### config.mk
export PLATFORM = sky130hd
export DESIGN_NAME = muldiv_unit
export DESIGN_NICKNAME = d
export VERILOG_FILES = /design/src/rtl/muldiv_unit.sv
export SDC_FILE = /design/constraint.sdc
export NUM_CORES = 2
export LEC_CHECK = 0
export CAP_MARGIN = 20
export CORE_ASPECT_RATIO = 1.75
export CORE_MARGIN = 2
export CORE_UTILIZATION = 64
export DETAILED_ROUTE_END_ITERATION = 16
export PLACE_DENSITY_LB_ADDON = 0.15
export REMOVE_ABC_BUFFERS = 1
export SLEW_MARGIN = 20
export SYNTH_ARGS = -nofsm -noshare
export SYNTH_HDL_FRONTEND = slang
export SYNTH_SLANG_ARGS = --single-unit
### constraint.sdc
create_clock -name clk -period 10.3 [get_ports clk]
set_input_delay 3.09 -clock clk [delete_from_list [all_inputs] [get_ports clk]]
set_output_delay 3.09 -clock clk [all_outputs]
set_load 0.05 [all_outputs]
### src/rtl/muldiv_unit.sv
// Iterative RV64M multiply/divide unit: 1 bit per cycle shift-add multiply and restoring divide.
// Optional RV64 *W word ops are built when MULDIV_WORD_OPS_EN is defined.
module muldiv_unit (
  input  logic        clk,
  input  logic        reset,
  input  logic        start,
  input  logic [2:0]  op,
  input  logic        wordOp,
  input  logic [63:0] rs1Data,
  input  logic [63:0] rs2Data,
  input  logic [4:0]  rdAddr,
  output logic        busy,
  output logic        done,
  output logic [63:0] result,
  output logic [4:0]  resultAddr
);
  localparam int unsigned XLEN = 64;
  localparam int unsigned CW   = 7;

  typedef enum logic [1:0] {IDLE, RUN, FIX, DONE} state_t;

  state_t          state;
  logic [CW-1:0]   cnt;
  logic [2:0]      op_q;
  logic            word_q;
  logic            neg_q;
  logic            special_q;
  logic [XLEN-1:0] acc_hi, acc_lo, opb;

  logic            is_mulh, word_eff, a_signed, b_signed, sa, sb, neg, div0, ovf;
  logic [XLEN-1:0] a_eff, b_eff, min_neg, mag_a, mag_b, special_val;

  assign is_mulh = ~op[2] && (op[1:0] != 2'b00);

`ifdef MULDIV_WORD_OPS_EN
  assign word_eff = wordOp & ~is_mulh;
`else
  logic unused_word_op;
  assign unused_word_op = wordOp;
  assign word_eff = 1'b0;
`endif

  // Operand conditioning at accept: extension, magnitudes, sign and special-case detection
  always_comb begin
    a_signed = (op == 3'b001) || (op == 3'b010) || (op == 3'b100) || (op == 3'b110);
    b_signed = (op == 3'b001) || (op == 3'b100) || (op == 3'b110);
    a_eff    = rs1Data;
    b_eff    = rs2Data;
    min_neg  = {1'b1, 63'b0};
`ifdef MULDIV_WORD_OPS_EN
    if (word_eff) begin
      a_eff   = a_signed ? {{32{rs1Data[31]}}, rs1Data[31:0]} : {32'b0, rs1Data[31:0]};
      b_eff   = b_signed ? {{32{rs2Data[31]}}, rs2Data[31:0]} : {32'b0, rs2Data[31:0]};
      min_neg = {{33{1'b1}}, 31'b0};
    end
`endif
    sa          = a_signed & a_eff[XLEN-1];
    sb          = b_signed & b_eff[XLEN-1];
    mag_a       = sa ? (XLEN'(0) - a_eff) : a_eff;
    mag_b       = sb ? (XLEN'(0) - b_eff) : b_eff;
    neg         = (op[2] & op[1]) ? sa : (sa ^ sb);
    div0        = op[2] && (b_eff == '0);
    ovf         = op[2] && !op[0] && (a_eff == min_neg) && (b_eff == '1);
    special_val = div0 ? (op[1] ? a_eff : '1) : (op[1] ? '0 : a_eff);
  end

  logic [XLEN:0]   mul_sum;
  logic [XLEN:0]   div_rs;
  logic [XLEN+1:0] div_diff;
  logic            div_ge;

  // One iteration of the multiply (shift right) or divide (shift left) recurrence
  always_comb begin
    mul_sum  = {1'b0, acc_hi} + (acc_lo[0] ? {1'b0, opb} : '0);
    div_rs   = {acc_hi, acc_lo[XLEN-1]};
    div_diff = {1'b0, div_rs} - {2'b0, opb};
    div_ge   = ~div_diff[XLEN+1];
  end

  logic [2*XLEN-1:0] prod_n;
  logic [XLEN-1:0]   val, fin;

  always_comb begin
    prod_n = neg_q ? ((2*XLEN)'(0) - {acc_hi, acc_lo}) : {acc_hi, acc_lo};
    if (special_q)          val = acc_lo;
    else if (op_q == 3'b000) val = word_q ? {32'b0, acc_lo[63:32]} : acc_lo;
    else if (!op_q[2])       val = prod_n[2*XLEN-1:XLEN];
    else if (!op_q[1])       val = neg_q ? (XLEN'(0) - acc_lo) : acc_lo;
    else                     val = neg_q ? (XLEN'(0) - acc_hi) : acc_hi;
    fin = word_q ? {{32{val[31]}}, val[31:0]} : val;
  end

  always_ff @(posedge clk) begin
    if (reset) begin
      state      <= IDLE;
      cnt        <= '0;
      op_q       <= '0;
      word_q     <= 1'b0;
      neg_q      <= 1'b0;
      special_q  <= 1'b0;
      acc_hi     <= '0;
      acc_lo     <= '0;
      opb        <= '0;
      busy       <= 1'b0;
      done       <= 1'b0;
      result     <= '0;
      resultAddr <= '0;
    end else begin
      done <= 1'b0;
      case (state)
        IDLE, DONE: begin
          state <= IDLE;
          if (start) begin
            op_q       <= op;
            word_q     <= word_eff;
            neg_q      <= neg;
            resultAddr <= rdAddr;
            busy       <= 1'b1;
            acc_hi     <= '0;
            if (div0 || ovf) begin
              // Special cases spend two cycles in FIX so done lands after E0+2
              special_q <= 1'b1;
              acc_lo    <= special_val;
              cnt       <= CW'(1);
              state     <= FIX;
            end else begin
              special_q <= 1'b0;
              cnt       <= word_eff ? CW'(32) : CW'(64);
              state     <= RUN;
              if (op[2]) begin
                acc_lo <= word_eff ? {mag_a[31:0], 32'b0} : mag_a;
                opb    <= mag_b;
              end else begin
                acc_lo <= mag_b;
                opb    <= mag_a;
              end
            end
          end
        end
        RUN: begin
          cnt <= cnt - CW'(1);
          if (cnt == CW'(1)) state <= FIX;
          if (op_q[2]) begin
            acc_hi <= div_ge ? div_diff[XLEN-1:0] : div_rs[XLEN-1:0];
            acc_lo <= {acc_lo[XLEN-2:0], div_ge};
          end else begin
            acc_hi <= mul_sum[XLEN:1];
            acc_lo <= {mul_sum[0], acc_lo[XLEN-1:1]};
          end
        end
        FIX: begin
          if (cnt != '0) begin
            cnt <= cnt - CW'(1);
          end else begin
            result <= fin;
            busy   <= 1'b0;
            done   <= 1'b1;
            state  <= DONE;
          end
        end
        default: state <= IDLE;
      endcase
    end
  end
endmodule

==> After elaboration in Yosys (flattened, before gate mapping) <==
Cells that the tools add are included.
Widths: inputs -> output; s select.
{ "word_totals": {"ff_bits": 277, "input_bits": 140, "out_inout_bits": 71, "elab_cells": 106} }
{ "op_classes": {"n_addsub": 8, "n_eq_ne": 14, "muxes": 38, "bitwise": 8, "reduce_logical": 26} }
{ "op_table": {"columns": ["operator", "count"], "rows": [
  ["$mux 64", 20],
  ["$pmux 64 s2", 2],
  ["$sub 1x64->64 const A", 4],
  ["$eq 64x64->1 const B", 2],
  ["$mux 128", 1],
  ["$sub 1x128->128 const A", 1],
  ["$sub 65x64->66", 1],
  ["$add 64x64->65", 1],
  ["$logic_not 64->1", 1],
  ["$mux 7", 3],
  ["$pmux 7 s3", 1],
  ["$reduce_and 2->1", 5],
  ["$mux 2", 4],
  ["$ne 2x2->1 const B", 4],
  ["$eq 7x1->1 const B", 1],
  ["$reduce_bool 7->1", 1],
  ["$sub 7x1->7 const B", 1],
  ["$eq 3x3->1 const B", 2],
  ["$logic_or 1x1->1", 6],
  ["$pmux 2 s3", 1],
  ["$reduce_and 3->1", 2],
  ["$mux 1", 5],
  ["$eq 2x2->1 const B", 2],
  ["$logic_and 1x1->1", 4],
  ["12 further kinds", 19]
]} }

==> Depth between registers and ports, before layout <==
{ "depth": {"ltp_word": 10, "mapped_depth": 17, "depth_no_buf": 15} }

==> Worst setup path after synthesis <==
No wires, ideal clock.
{ "synth_timing": {"path_type": "input -> register", "from": "input rs1Data[14]", "to": "register opb[27]", "setup_time_ns": 0.128, "t_arrival_ns": 6.005, "t_required_ns": 10.172, "setup_slack_ns": 4.167, "stages": 13, "path_buffers": 3, "path_cell_list": "or4_4 > nor4_2 > nand3b_1 > or4_1 > or4_1 > clkbuf_2 > and2_1 > buf_6 > nand2_4 > buf_2 > a211oi_1 > a21oi_1 > nor2_1"} }
{ "synth_via": {"elab_chain_cells": 6, "elab_cells_between_ends": 9, "classes_between": "add/sub (1); eq/ne (1); mux (2); bitwise (1); reduce/logical (4)"} }
{ "synth_rtl": {"columns": ["element", "line", "text"], "rows": [
  ["start: declaration", "9", "input logic [63:0] rs1Data,"],
  ["parallel branches: the longest is 6 deep, another holds $sub 1x64->64", null, null],
  ["end signal: assignment", "132", "opb <= mag_b;"],
  ["end signal: assignment", "135", "opb <= mag_a;"],
  ["end: declaration", "28", "logic [XLEN-1:0] acc_hi, acc_lo, opb;"]
]} }
Parallel ways; which one is timed is not known.
A chain may end at the register's enable or synchronous reset.

==> Worst setup path in the final report <==
{ "layout_timing": {"from": "input rs1Data[2]", "to": "register opb[48]"} }
The elaborated chain is that of the path after synthesis.

==> flow_summary.yaml <==
setup_path:
  crit_path_frequent_cell: "or4_1"
  critical_path_arrival_ps: 8290
  critical_path.top_delay_family: "simple AND/OR/NAND/NOR gates"
  worstPathRequired_ps: 10800
  timing.critical_path.buf_inv: 2
  slowest_delay_ps: 800
  cpMaxStageDelayCell: "or4_1"
  start_kind: "input port"
  startpoint: "rs1Data[2]"
  critPathMaxFanout: 78
  end_kind: "flop"
  critPathKind: "input port to flop"
  r2r-start: "acc_lo[0]"
  worstPathCellList: "clkdlybuf4s50_1 -> nor4_2 -> nand4b_1 -> nand3b_1 -> or4_1 -> or4_1 -> buf_4 -> and2_1 -> nand2_4 -> a2111oi_0 -> a31o_2"
  r2r_slack_ps: 4250
grt:
  antenna_found_initial: 6
  grt_pass1_vias: 34384
  track_usage_pct: 52.1
  grt_first_pass_wirelength_um: 198000
  overflow: 0
  grt_max_degree: 143
clock_tree:
  numCtsBuffers: 30
  htreeDepth: 1
  hold_buffers: 0
  cts_tree: "built"
  cts_max_path_buffers: 3
  clockRootBuffer: "clkbuf_16"
  post_cts_resized: 0
  cts.sinks: 277
  clkTransAtPathRegs_ps: 60
  post-cts-setup-buffers: 0
  insertion_delay_ps: 620
detailed_routing:
  drt-wirelength-per-cell_um: 26.5
  dr_wl_met2_um: 57900
  wl_met1_um: 42900
  drtAntennaViolNets: 0
  wl_met3_um: 15500
  dr.pass1.iters: 8
  vias: 36154
  drt_iter0_drc: 4610
  viasPerCell: 7.21
  drc: 0
  wl_um: 133000
  maxUsedRoutingLayer: "met5"
timing:
  hold-worst-slack_ps: 453
  setup_viol: 0
  post-route-min-period_ps: 7790
  slew_headroom_pct: 15.3
  max_freq_mhz: 128
  final_hold_viol_count: 0
  tightest_slew_ps: 1240
  grt_setup_unrepaired: "false"
  finalCritPeriodShare_pct: 75.6
  setup_slack_ps: 2510
  fin_tns_setup_ps: 0
  slew_viol_final: 0
  finClkSkew_ps: 22.6
synthesis:
  synth_top_area_cell: "dfxtp_1"
  yosys-top-cells-area: "dfxtp_1 18%, a21oi_1 7.6%, nand2_1 6.7%, o21ai_0 6.2%, nor2_1 5.7%"
  ys_warn_count: 0
  async_flop_share_pct: 0
  synthFlopType: "dfxtp_1"
  yosysSeqAreaShare_pct: 18.3
  avgSynthCellArea_um2: 6.80
  synth_edf_count: 0
  synth_top_area_share_pct: 18.3
  ys_seq_elements: 277
  syn_inst: 4457
  synth_area_um2: 30300
  synthDistinctLibCells: 91
power:
  power.leakage_nw: 12.9
  powerDensity_nw_per_um2: 197
  seqPwrFrac_pct: 26.2
  p_int_mw: 3.21
  power_mw: 6.58
  switching_share_pct: 51.2
  irDropWorstVdd_mv: 0.160
  p_sw_mw: 3.37
  clockPowerShare_pct: 18.2
  combPwrFrac_pct: 55.6
placed_design:
  dpl.hpwl_um: 98900
  io_buffers: 209
  place_congestion: 1.09
  post-place-cells: 4957
  place_ws_ps: 2090
final_layout:
  layout-drive-gt1-share_pct: 4.45
  multiInputGateArea_um2: 23000
  n_fill_cell: 3884
  layoutNonFillerInstCount: 5016
  final_nets: 4681
  seqCellArea_um2: 5550
  area_growth_pct: 9.92
min_path:
  hp-start: "result[8]"
  min_path_type: "flop to flop"
floorplan:
  start_util_pct: 64.8
  core_um2: 46800
  dieArea_um2: 49200
  io_pins: 211
  fp-row-count: 105
  die_w_um: 169
  die_h_um: 292
run:
  maxCapViolations: 0
outcome:
  status: "completed"
kinds of logic after synthesis:
| logic type | count (synthesis) | synth area share [%] |
|---|---|---|
| buf+inv | 483 | 6.28 |
| flops | 277 | 18.3 |
| compound gates | 1499 | 31.1 |
| mux | 122 | 4.17 |
| fa+ha+maj | 141 | 5.86 |
| xor+xnor | 351 | 10.1 |
| simple gates | 1584 | 24.2 |
power by group through the flow:
stage	sequential, mW	combinational, mW	clock, mW
after global routing	1.73	3.88	1.22
after detailed placement	1.70	3.47	0
final	1.72	3.66	1.20
after CTS	1.68	3.50	1.18
after floorplan	1.76	2.23	0
after global placement	1.70	3.41	0
flip-flops by register name (all words and copies together) (netlist names), 2 cells and up:
signal	flops
result	64
cnt	7
acc_hi	64
acc_lo	64
state	2
opb	64
resultAddr	5
op_q	3
final cells by class:
type                       instances  share of cell area (%)
antenna                            5                  0.0376
sequential                       277                    16.7
multi-input combinational       3697                    68.9
clock inverter                    18                   0.755
inverter                         129                    1.45
clock buffer                      36                    2.35
tap                              588                    2.21
timing repair buffer             266                    7.60
tightest hold or removal path, stage by stage, from the launching register on:
cell and delay, ps:
dfxtp_1 310, nand2_1 50, a21oi_1 50
metal layers:
layer	vias to the layer above	GRT usage [%]
li1	16138	-
met1	16373	55.9
met2	2708	82.3
met3	931	12.2
met4	4	51.7
met5	-	0
cell usage in the layout, fill, tap and decap left out, drive strengths merged, types with 75 or more instances in the layout:
cell type      instances
mux2i                 96
inv                  131
nor3                 121
dfxtp                277
xnor2                181
nor2                 467
nand2                542
a211oi                75
xor2                 170
o21ai                385
a21oi                463
o211ai                82
ha                   138
nand3                 81
clkdlybuf4s50        207
path summary, 6_finish.rpt:
path,end,cells after the start
max,opb[48],11
min,result[8],2
min reg2reg,result[8],2
max reg2reg,acc_hi[62],16
synthesized netlist by cell type (all sizes together), types with 46 or more instances:
cell	count
xnor2	181
mux2i	96
nand3	81
o21ai	385
o211ai	82
xor2	170
nor3	121
a31oi	55
a21o	62
or3	60
nor2	467
nor4	62
buf	46
o31ai	56
a21oi	463
nand2	542
a211oi	75
ha	138
nand4	53
inv	129
clkbuf	308
dfxtp	277
metrics by stage:
| stage | instance area, µm² | util [%] |
|---|---|---|
| finish | 33300 | 71.2 |
| global route | 33300 | 71.2 |
| CTS | 33300 | 71.2 |
| detailed placement | 32200 | 68.9 |
| global placement | 32200 | 68.9 |
| floorplan | 28900 | - |
Note: power is estimated with default switching activity, not from simulation.
